File: src/rtl/rx_ipv4.sv
// IPv4 receive header parser: validates and strips the IPv4 header, forwarding only UDP payload to the local IP.
// Optional build macro RX_IPV4_CSUM_EN enables header checksum checking.
module rx_ipv4 #(
  parameter int OCT = 8
) (
  input  logic             RX_CLK,
  input  logic             rst,
  input  logic [OCT*4-1:0] my_ip,
  input  logic             rx_data_v,
  input  logic [OCT-1:0]   rx_data,
  output logic [OCT*4-1:0] rx_src_ip,
  output logic             rx_ip_data_v,
  output logic [OCT-1:0]   rx_ip_data,
  output logic             rx_ip_drop
);

  localparam int CW = OCT*2;

  typedef enum logic [1:0] {HEADER, PAYLOAD, DISCARD} state_t;

  state_t           state;
  logic [CW-1:0]    cnt;
  logic [CW-1:0]    tot_len;
  logic [CW-1:0]    remaining;
  logic [CW-1:0]    hdr_len;
  logic [CW-1:0]    tot_full;
  logic [3:0]       ihl;
  logic             mf;
  logic [4:0]       frag_hi;
  logic [OCT*4-1:0] src_hold;
  logic [OCT*3-1:0] dst_hold;
  logic             bad;
  logic             is_last;
  logic             csum_ok;

  assign hdr_len  = CW'({ihl, 2'b00});
  // Full total_length as seen while byte 3 is on the bus.
  assign tot_full = {tot_len[OCT-1:0], rx_data};
  assign is_last  = (cnt >= CW'(19)) && (cnt == hdr_len - CW'(1));

  always_comb begin
    bad = 1'b0;
    case (cnt)
      CW'(0):  bad = (rx_data[7:4] != 4'd4) || (rx_data[3:0] < 4'd5);
      CW'(3):  bad = tot_full < hdr_len;
      CW'(7):  bad = mf || ({frag_hi, rx_data} != 13'd0);
      CW'(9):  bad = rx_data != OCT'(17);
      CW'(19): bad = {dst_hold, rx_data} != my_ip;
      default: bad = 1'b0;
    endcase
  end

`ifdef RX_IPV4_CSUM_EN
  logic [19:0]    acc;
  logic [19:0]    csum_sum;
  logic [OCT-1:0] word_hi;
  logic [16:0]    fold1;
  logic [15:0]    fold2;

  // The last header byte always completes a word, so include it before folding.
  assign csum_sum = acc + 20'({word_hi, rx_data});
  assign fold1    = 17'(csum_sum[15:0]) + 17'(csum_sum[19:16]);
  assign fold2    = fold1[15:0] + 16'(fold1[16]);
  assign csum_ok  = (fold2 == 16'hFFFF);

  always_ff @(posedge RX_CLK or negedge rst) begin
    if (!rst) begin
      acc     <= '0;
      word_hi <= '0;
    end else if (!rx_data_v) begin
      acc <= '0;
    end else if (state == HEADER) begin
      if (cnt[0]) acc <= csum_sum;
      else        word_hi <= rx_data;
    end
  end
`else
  assign csum_ok = 1'b1;
`endif

  always_ff @(posedge RX_CLK or negedge rst) begin
    if (!rst) begin
      state        <= HEADER;
      cnt          <= '0;
      tot_len      <= '0;
      remaining    <= '0;
      ihl          <= '0;
      mf           <= 1'b0;
      frag_hi      <= '0;
      src_hold     <= '0;
      dst_hold     <= '0;
      rx_src_ip    <= '0;
      rx_ip_data_v <= 1'b0;
      rx_ip_data   <= '0;
      rx_ip_drop   <= 1'b0;
    end else begin
      rx_ip_drop <= 1'b0;
      if (!rx_data_v) begin
        state        <= HEADER;
        cnt          <= '0;
        rx_ip_data_v <= 1'b0;
      end else begin
        case (state)
          HEADER: begin
            rx_ip_data_v <= 1'b0;
            cnt          <= cnt + CW'(1);
            if (cnt == CW'(0)) ihl <= rx_data[3:0];
            if (cnt == CW'(2) || cnt == CW'(3)) tot_len <= tot_full;
            if (cnt == CW'(6)) begin
              mf      <= rx_data[5];
              frag_hi <= rx_data[4:0];
            end
            if (cnt >= CW'(12) && cnt <= CW'(15)) src_hold <= {src_hold[OCT*3-1:0], rx_data};
            if (cnt >= CW'(16) && cnt <= CW'(18)) dst_hold <= {dst_hold[OCT*2-1:0], rx_data};
            if (bad || (is_last && !csum_ok)) begin
              state      <= DISCARD;
              rx_ip_drop <= 1'b1;
            end else if (is_last) begin
              rx_src_ip <= src_hold;
              remaining <= tot_len - hdr_len;
              state     <= (tot_len == hdr_len) ? DISCARD : PAYLOAD;
            end
          end
          PAYLOAD: begin
            rx_ip_data   <= rx_data;
            rx_ip_data_v <= 1'b1;
            remaining    <= remaining - CW'(1);
            if (remaining == CW'(1)) state <= DISCARD;
          end
          DISCARD: rx_ip_data_v <= 1'b0;
          default: begin
            state        <= HEADER;
            rx_ip_data_v <= 1'b0;
          end
        endcase
      end
    end
  end

endmodule

File: config.mk
export PLATFORM = sky130hd
export DESIGN_NAME = rx_ipv4
export DESIGN_NICKNAME = d
export VERILOG_FILES = /design/src/rtl/rx_ipv4.sv
export SDC_FILE = /design/constraint.sdc
export NUM_CORES = 1
export LEC_CHECK = 0
export CAP_MARGIN = 20
export CORE_MARGIN = 8
export CORE_UTILIZATION = 30
export DETAILED_ROUTE_END_ITERATION = 10
export DONT_BUFFER_PORTS = 1
export GPL_TIMING_DRIVEN = 0
export PLACE_DENSITY = 0.51
export SETUP_SLACK_MARGIN = 0.4
export SLEW_MARGIN = 20
export SYNTH_ARGS = -nofsm -noshare
export SYNTH_HDL_FRONTEND = slang
export SYNTH_SLANG_ARGS = --single-unit
File: constraint.sdc
create_clock -name RX_CLK -period 2.88 [get_ports RX_CLK]
set_clock_uncertainty 0.1 [all_clocks]
set_input_delay 0.432 -clock RX_CLK [delete_from_list [all_inputs] [get_ports RX_CLK]]
set_output_delay 0.432 -clock RX_CLK [all_outputs]
set_load 0.03 [all_outputs]
# Word level (Yosys, flattened, before mapping)
# Cells that the tools add are included.
[classes]
n_addsub = 4
order_cmp = 7
eq_ne = 20
muxes = 17
bitwise_logic = 1
reduce_logical = 19
[ops]
columns = ["operator", "count"]
rows = [
  ["16-bit two-way mux", 4],
  ["16-bit by 2-bit equality test with 1-bit output (second input constant)", 2],
  ["16-bit by 3-bit equality test with 1-bit output (second input constant)", 2],
  ["16-bit by 5-bit greater-or-equal comparator with 1-bit output (second input constant)", 2],
  ["32-bit inequality test", 1],
  ["16-bit case mux with 2 select lines", 1],
  ["3-bit AND reduction", 6],
  ["16-bit by 1-bit adder with 16-bit output (second input constant)", 1],
  ["16-bit by 1-bit equality test with 1-bit output (second input constant)", 1],
  ["16-bit equality test", 1],
  ["16-bit by 4-bit equality test with 1-bit output (second input constant)", 1],
  ["16-bit by 5-bit equality test with 1-bit output (second input constant)", 1],
  ["16-bit by 6-bit equality test with 1-bit output", 1],
  ["16-bit by 4-bit greater-or-equal comparator with 1-bit output (second input constant)", 1],
  ["16-bit by 4-bit less-or-equal comparator with 1-bit output (second input constant)", 1],
  ["16-bit by 5-bit less-or-equal comparator with 1-bit output (second input constant)", 1],
  ["16-bit logical NOT", 1],
  ["16-bit by 6-bit less-than comparator with 1-bit output", 1],
  ["16-bit by 1-bit subtractor with 16-bit output (second input constant)", 1],
  ["16-bit by 6-bit subtractor with 16-bit output", 1],
  ["13-bit nonzero test", 1],
  ["2-bit two-way mux", 5],
  ["8-bit by 5-bit inequality test with 1-bit output (second input constant)", 1],
  ["4-bit AND reduction", 2],
  ["18 further kinds", 28],
]
[word_totals]
regBits = 158
inputBits = 43
output_inout_bits = 42
wordCells = 81

# Longest topological paths before layout
# Gate-level depths: netlist (run 1).
[depth]
word_depth = 7
depth_mapped = 10
ltp_nobuf = 9

# Worst setup path before layout (run 1)
# No wires, ideal clock.
[synth_timing]
path_kind = "register to register"
from = "reg ihl[1]"
to = "reg rx_src_ip[23]"
setup_ps = 125
arrival_ps = 2489
t_required_ps = 2655
path_slack_ps = 166
path_stages_with_launch = 11
synth_period_minus_slack_ps = 2714
path_cell_list = "dfrtp_1 inv_1 ha_1 or3b_2 nor4_1 a21o_1 nand3_2 nor3_1 buf_6 buf_6 mux2_4"
[synth_between]
elab_chain_cells = 4
word_cells_on_any_way = 7
[synth_rtl]
columns = ["element", "line", "source"]
rows = [
  ["start, declared", "27", "logic [3:0] ihl;"],
  ["start signal, assigned", "107", "if (cnt == CW'(0)) ihl <= rx_data[3:0];"],
  ["16-bit by 6-bit less-than comparator with 1-bit output / 6-bit by 1-bit subtractor with 7-bit output (equally long branches)", "45, 39", ""],
  ["1-bit case mux with 5 select lines / 16-bit equality test (equally long branches)", "43, 39", ""],
  ["1-bit NOT (no source line) / 1-bit logical AND (equally long branches)", "-", ""],
  ["4-bit AND reduction (no source line) (*)", "-", ""],
  ["end signal, assigned", "119", "rx_src_ip <= src_hold;"],
  ["end, declared", "11", "output logic [OCT*4-1:0] rx_src_ip,"],
]
# Mark *: on every way between the ends. The rest lies on a longest branch, timed or not.
# A chain may end at the register's enable or synchronous reset.

# Worst setup path in the final report (run 1)
[layout_timing]
from = "reg cnt[1]"
to = "reg rx_src_ip[23]"
[layout_between]
elab_chain_cells = 4
word_cells_on_any_way = 11
[layout_rtl]
columns = ["element", "line", "source"]
rows = [
  ["start, declared", "22", "logic [CW-1:0] cnt;"],
  ["start signal, assigned", "106", "cnt <= cnt + CW'(1);"],
  ["parallel branches: the longest is 3 deep, another holds 16-bit by 5-bit greater-or-equal comparator with 1-bit output", "-", ""],
  ["4-bit AND reduction (no source line) (*)", "-", ""],
]
# Mark *: on every way between the ends.

==> results of run 1 <==
[routing by layer]
metal / wire (microns) / share of wire [%] / up-vias
met4: 291 / 1.3 / 0
li1: - / - / 2610
met5: 0 / 0 / -
met3: 1210 / 5.6 / 11
met1: 10200 / 47 / 2796
met2: 9960 / 46 / 106
[power groups by stage]
stage	Combinational [W]	Clock, W	Sequential [W]
after detailed placement	0.00136	0	0.00268
after CTS	0.00162	0.00233	0.00263
after global placement	0.00134	0	0.00269
final	0.00182	0.00227	0.00265
after global routing	0.00198	0.00242	0.00267
after floorplan	0.00105	0	0.00260
[metrics by stage]
step           util (%)  instance area, sq um  cells  setup TNS, ps  power, W
2_1_floorplan         -                  7960    686              0   0.00365
3_3_place_gp       32.2                  8380   1021         -19050   0.00402
3_5_place_dp       32.2                  8380   1021         -18480   0.00404
4_1_cts            37.4                  9730   1095              0   0.00658
5_1_grt            39.1                 10200   1109              0   0.00707
6_report           39.1                 10200   1109              0   0.00674
[worst max-delay path by stage]
stage / start / endpoint / slack (ps) / depth (start not counted)
final: cnt[1]$_DFFE_PN0P_ / rx_src_ip[23]$_DFFE_PN0P_ / 230 / 10
after global routing: ihl[1]$_DFFE_PN0P_ / rx_src_ip[29]$_DFFE_PN0P_ / 110 / 11
after CTS: ihl[1]$_DFFE_PN0P_ / rx_src_ip[4]$_DFFE_PN0P_ / 170 / 10
after detailed placement: rx_data[4] / remaining[3]$_DFFE_PN0P_ / -460 / 8
after global placement: rx_data[4] / remaining[6]$_DFFE_PN0P_ / -470 / 8
after floorplan: ihl[0]$_DFFE_PN0P_ / rx_src_ip[23]$_DFFE_PN0P_ / 370 / 10
[timing repair]
item,CTS,global route
setup buffers,38,13
resized for setup,82,86
setup endpoints to repair,131,130
cloned,5,1
endpoints found under the hold margin,158,158
pin swaps,12,14
[Yosys cell counts, drive strengths merged, types with 12 or more instances]
cell type,instances,area (sq um)
nor2,44,178
dfrtp,158,3950
mux2,115,1330
xnor2,50,438
inv,17,63.8
nor4,13,109
nand4,16,100
nand2,48,180
o21ai,22,110
nor3,16,80.1
ha,14,175
buf,12,85.1
a21oi,19,106
nand3,17,95.1
clkbuf,22,82.6
[flip-flops by register name, summed over array words and instances (netlist names)]
register and count:
frag_hi 5, rx_ip_drop 1, tot_len 16, rx_ip_data 8, cnt 16, remaining 16
ihl 4, state 2, mf 1, src_hold 32, rx_src_ip 32, rx_ip_data_v 1
dst_hold 24
[cell type report]
cell class                      instances  share of cell area, %
Multi-Input combinational cell        476                   41.1
Sequential cell                       158                   38.9
Timing Repair Buffer                   57                   6.78
Clock buffer                           18                   4.22
Tap cell                              335                   4.12
Buffer                                 34                   2.68
Clock inverter                         13                   1.53
Inverter                               18                  0.665
[kinds of logic after synthesis]
group	Yosys count	share of synthesized area [%]
mux	117	17.0
fa+ha+maj	15	2.47
xor+xnor	61	6.77
compound gates	85	7.26
simple gates	198	13.4
buf+inv	52	2.98
flops	158	50.1
[worst max-delay path, cell delays in order (launching register included)]
cell	delay [ps]
dfrtp_1	450
ha_1	180
clkbuf_4	220
o211ai_1	160
a2111oi_4	290
nand3_2	170
buf_6	170
nor3_4	160
buf_6	180
clkbuf_16	160
mux2_4	290
==> results.ini, run 1 <==
[outcome]
status = finished, violations left
violations = negative hold slack

[power]
pwr-share-clk_pct = 33.7
comb_power_share_pct = 26.9
p_leak_nw = 4.46
intPower_w = 0.00460
p_per_area_nw_per_um2 = 663
pwr-share-seq_pct = 39.3
swShare_pct = 31.7
peakVddDrop_v = 0.000461
p_sw_w = 0.00214

[cells_and_area]
finalNetCount = 820
antenna_cells = 0
mostFrequentLayoutCells = 156 x dfrtp_1, 72 x mux2_4, 49 x xnor2_1
drive_above_1_share_pct = 35.7
regArea_sq_um = 3960
multi_input_area_sq_um = 4170
mostFrequentLayoutCell = dfrtp_1
area_growth_pct = 28.8
nFillCells = 2521

[setup_path]
worstPathRequired_ps = 3090
r2r_end = rx_src_ip[23]$_DFFE_PN0P_
cp.arrival_ps = 2860
cp-end-kind = flip-flop
r2r_slack_ps = 230
critPathMaxFanout = 10
r2r_cells = 10
path_class = reg -> reg
cp-start-kind = flip-flop
reg2reg_from = cnt[1]$_DFFE_PN0P_

[timing]
max_freq_mhz = 378
min_period_ps = 2650
slew_headroom_pct = 60.6
grt_setup_unrepaired = yes
worstMarginPinSlew_ps = 585
drv_slew = 0
fin_ws_ps = 233
setup_viol = 0
report.final.hold_viol_count = 158
worst_hold_slack_ps = -389
finalCritPeriodShare_pct = 91.9

[global_route]
grt_pass1_vias = 5755
use_met2_pct = 21.9
grt_use_met1_pct = 18.4
top_usage_layer = met2
grt_pass1_wl_microns = 33900
gr-total-overflow = 0
use_met3_pct = 3.64
grt_start_max_net_pins = 159
grt_usage_pct = 13.9
antenna_found_initial = 0

[yosys]
postSynthCellCount = 686
postSynthAreaPerCell_sq_um = 11.5
syn_nets = 744
yosysSeqAreaShare_pct = 50.1
synthFlopType = dfrtp_1
synth-edff-count = 0
ys_warn_count = 0
ys_types = 66
async_flop_share_pct = 100
syn_area_sq_um = 7890
ys_ff_latch = 158

[floorplan]
die_area_sq_um = 31800
die_height_microns = 178
rows = 59
core_sq_um = 26000
dieWidth_microns = 178
start_util_pct = 30.4
ios = 85

[detailed_routing]
vias = 5523
first_iter_violations = 405
via_per_inst = 4.98
first_pass_iters = 4
drt-wirelength-per-cell_microns = 19.6
antenna_left = 0
drc = 0
wirelength_microns = 21700

[cts]
htree_levels = 4
insertion_delay_ps = 430
cts_inserted_buffers = 17
cts-root-buf = clkbuf_16
clk_path_buf_depth = 2
cts_tree = yes
clkSinkCount = 158
clk_pin_slew_ps = 70

[placed_design]
hpwl_microns = 14100
place_congestion = 0.800
preCtsSetupSlack_ps = -458
portBuffers = 0

[flow_run]
cap_violations = 0

[hold_path]
hp-class = in -> async

No activity file was read; power rests on OpenSTA's default activity.
==> inputs of run 2 (changes only) <==
--- a/config.mk
+++ b/config.mk
@@ -6,12 +6,12 @@
 export NUM_CORES = 1
 export LEC_CHECK = 0
 export CAP_MARGIN = 20
+export CORE_ASPECT_RATIO = 1.75
 export CORE_MARGIN = 8
 export CORE_UTILIZATION = 30
 export DETAILED_ROUTE_END_ITERATION = 10
 export DONT_BUFFER_PORTS = 1
 export GPL_TIMING_DRIVEN = 0
-export PLACE_DENSITY = 0.51
 export SETUP_SLACK_MARGIN = 0.4
 export SLEW_MARGIN = 20
 export SYNTH_ARGS = -nofsm -noshare
==> results.ini, run 2 (same netlist as run 1, synthesis figures left out) <==
[timing]
worstMarginPinSlew_ps = 642
worst_hold_slack_ps = -409
drv_slew = 0
finalCritPeriodShare_pct = 90.9
slew_headroom_pct = 57.2
max_freq_mhz = 382
report.final.hold_viol_count = 158
grt_setup_unrepaired = yes
fin_tns_setup_ps = 0
setup_viol = 0
min_period_ps = 2620

[global_route]
grt_usage_pct = 13.4
gr-total-overflow = 0
grt_use_met1_pct = 12.3
grt_start_max_net_pins = 159
use_met3_pct = 4.17
grt_pass1_vias = 5815
use_met2_pct = 25.8
antenna_found_initial = 0
top_usage_layer = met2
grt_pass1_wl_microns = 33400

[detailed_routing]
drt-wirelength-per-cell_microns = 20.0
antenna_left = 0
first_pass_iters = 4
first_iter_violations = 254
wirelength_microns = 21400
via_per_inst = 5.14
drc = 0
vias = 5497

[cts]
insertion_delay_ps = 440
cts-root-buf = clkbuf_16
cts_inserted_buffers = 17
clkSinkCount = 158
clk_path_buf_depth = 2
clk_pin_slew_ps = 70
cts_tree = yes
htree_levels = 4

[setup_path]
worstSetupEndpoint = src_hold[6]$_DFFE_PN0P_
reg2reg_from = cnt[7]$_DFFE_PN0P_
cp_slowest_cell = or4_4
cpMostUsedCell = buf_6
path_depth = 10
r2r_end = src_hold[6]$_DFFE_PN0P_
r2r_slack_ps = 260
critPathMaxFanout = 7
cp.arrival_ps = 2840
cp-end-kind = flip-flop
r2r_cells = 10
cp_top_family = simple AND/OR/NAND/NOR gates
path_class = reg -> reg
path_cells = or4_4 > nor4_4 > buf_6 > nand2b_4 > nand2b_4 > nor2_4 > buf_12 > buf_6 > buf_6 > mux2_4
crit_path_start = cnt[7]$_DFFE_PN0P_
slowest_delay_ps = 580
cp-start-kind = flip-flop
worst-path-buf-inv = 4
worstPathRequired_ps = 3100

[floorplan]
rows = 78
ios = 85
start_util_pct = 30.5
die_area_sq_um = 32000
core_sq_um = 25900
die_height_microns = 231
dieWidth_microns = 139

[cells_and_area]
finalNetCount = 796
mostFrequentLayoutCells = 154 x dfrtp_1, 60 x mux2_4, 55 x mux2_2
area_growth_pct = 24.1
mostFrequentLayoutCell = dfrtp_1
largest_registers = rx_src_ip x32, src_hold x32, dst_hold x24
design_area_sq_um = 9800
antenna_cells = 0
utilization_pct = 37.9
drive_above_1_share_pct = 33.1

[flow_run]
cap_violations = 0

[outcome]
status = finished, violations left
violations = negative hold slack

[power]
p_per_area_nw_per_um2 = 693
p_leak_nw = 4.28
p_total_w = 0.00679
peakVddDrop_v = 0.000504

[placed_design]
place_area_sq_um = 8360
hpwl_microns = 15200
portBuffers = 0
place_congestion = 0.841

[hold_path]
hp-class = in -> async

==> run 2: cell types whose count changed in the layout (fill, tap and decap cells not counted), moves of 4 or more <==
cell and delta:
a22oi_2 -4, buf_16 -4, mux2_4 -12, buf_8 -5, mux2_2 +12, a22oi_1 +4, buf_6 -18
==> run 2: timing repair <==
| action | in CTS | in global routing |
|---|---|---|
| buffers inserted | 23 | 6 |
| gates resized for setup | 58 | 63 |
| hold endpoints to repair | 158 | 158 |
| pin swaps | 13 | 11 |
| endpoints found under the setup margin | 131 | 128 |
| cloned | 0 | 4 |
==> run 2: how the worst min path moves through the flow <==
stage,start,to,slack [ps],depth (start not counted)
after floorplan,rst,cnt[0]$_DFFE_PN0P_,40,0
after detailed placement,rst,cnt[13]$_DFFE_PN0P_,40,0
final,rst,cnt[13]$_DFFE_PN0P_,-410,0
after global placement,rst,rx_ip_drop$_DFF_PN0_,40,0
after global routing,rst,cnt[13]$_DFFE_PN0P_,-440,0
after CTS,rst,cnt[13]$_DFFE_PN0P_,-430,0
==> run 2: report_power, final <==
group	internal (W)	switching [W]
sequential	0.00240	0.000271
clock	0.00141	0.00100
combinational	0.000847	0.000862
==> run 2: layout make-up <==
cell class / instances / area [sq um]
clock buffer: 18 / 439
inverter: 18 / 70.1
buffer: 34 / 253
fill: 2430 / 16100
sequential: 158 / 3960
multi-input combinational: 476 / 4130
clock inverter: 13 / 181
timing repair buffer: 33 / 369
tap: 320 / 400
==> run 2: layer usage <==
metal  part of all wire, %  wire [microns]
met5                     0               0
met4                   4.2             904
met3                   4.3             925
met2                    57           12200
met1                    35            7430
==> run 2: per-stage QoR <==
step / setup WS [ps] / instances
final: 262 / 1070
after CTS: 259 / 1060
after global placement: -512 / 1006
after detailed placement: -487 / 1006
after floorplan: 367 / 686
after global routing: 200 / 1070
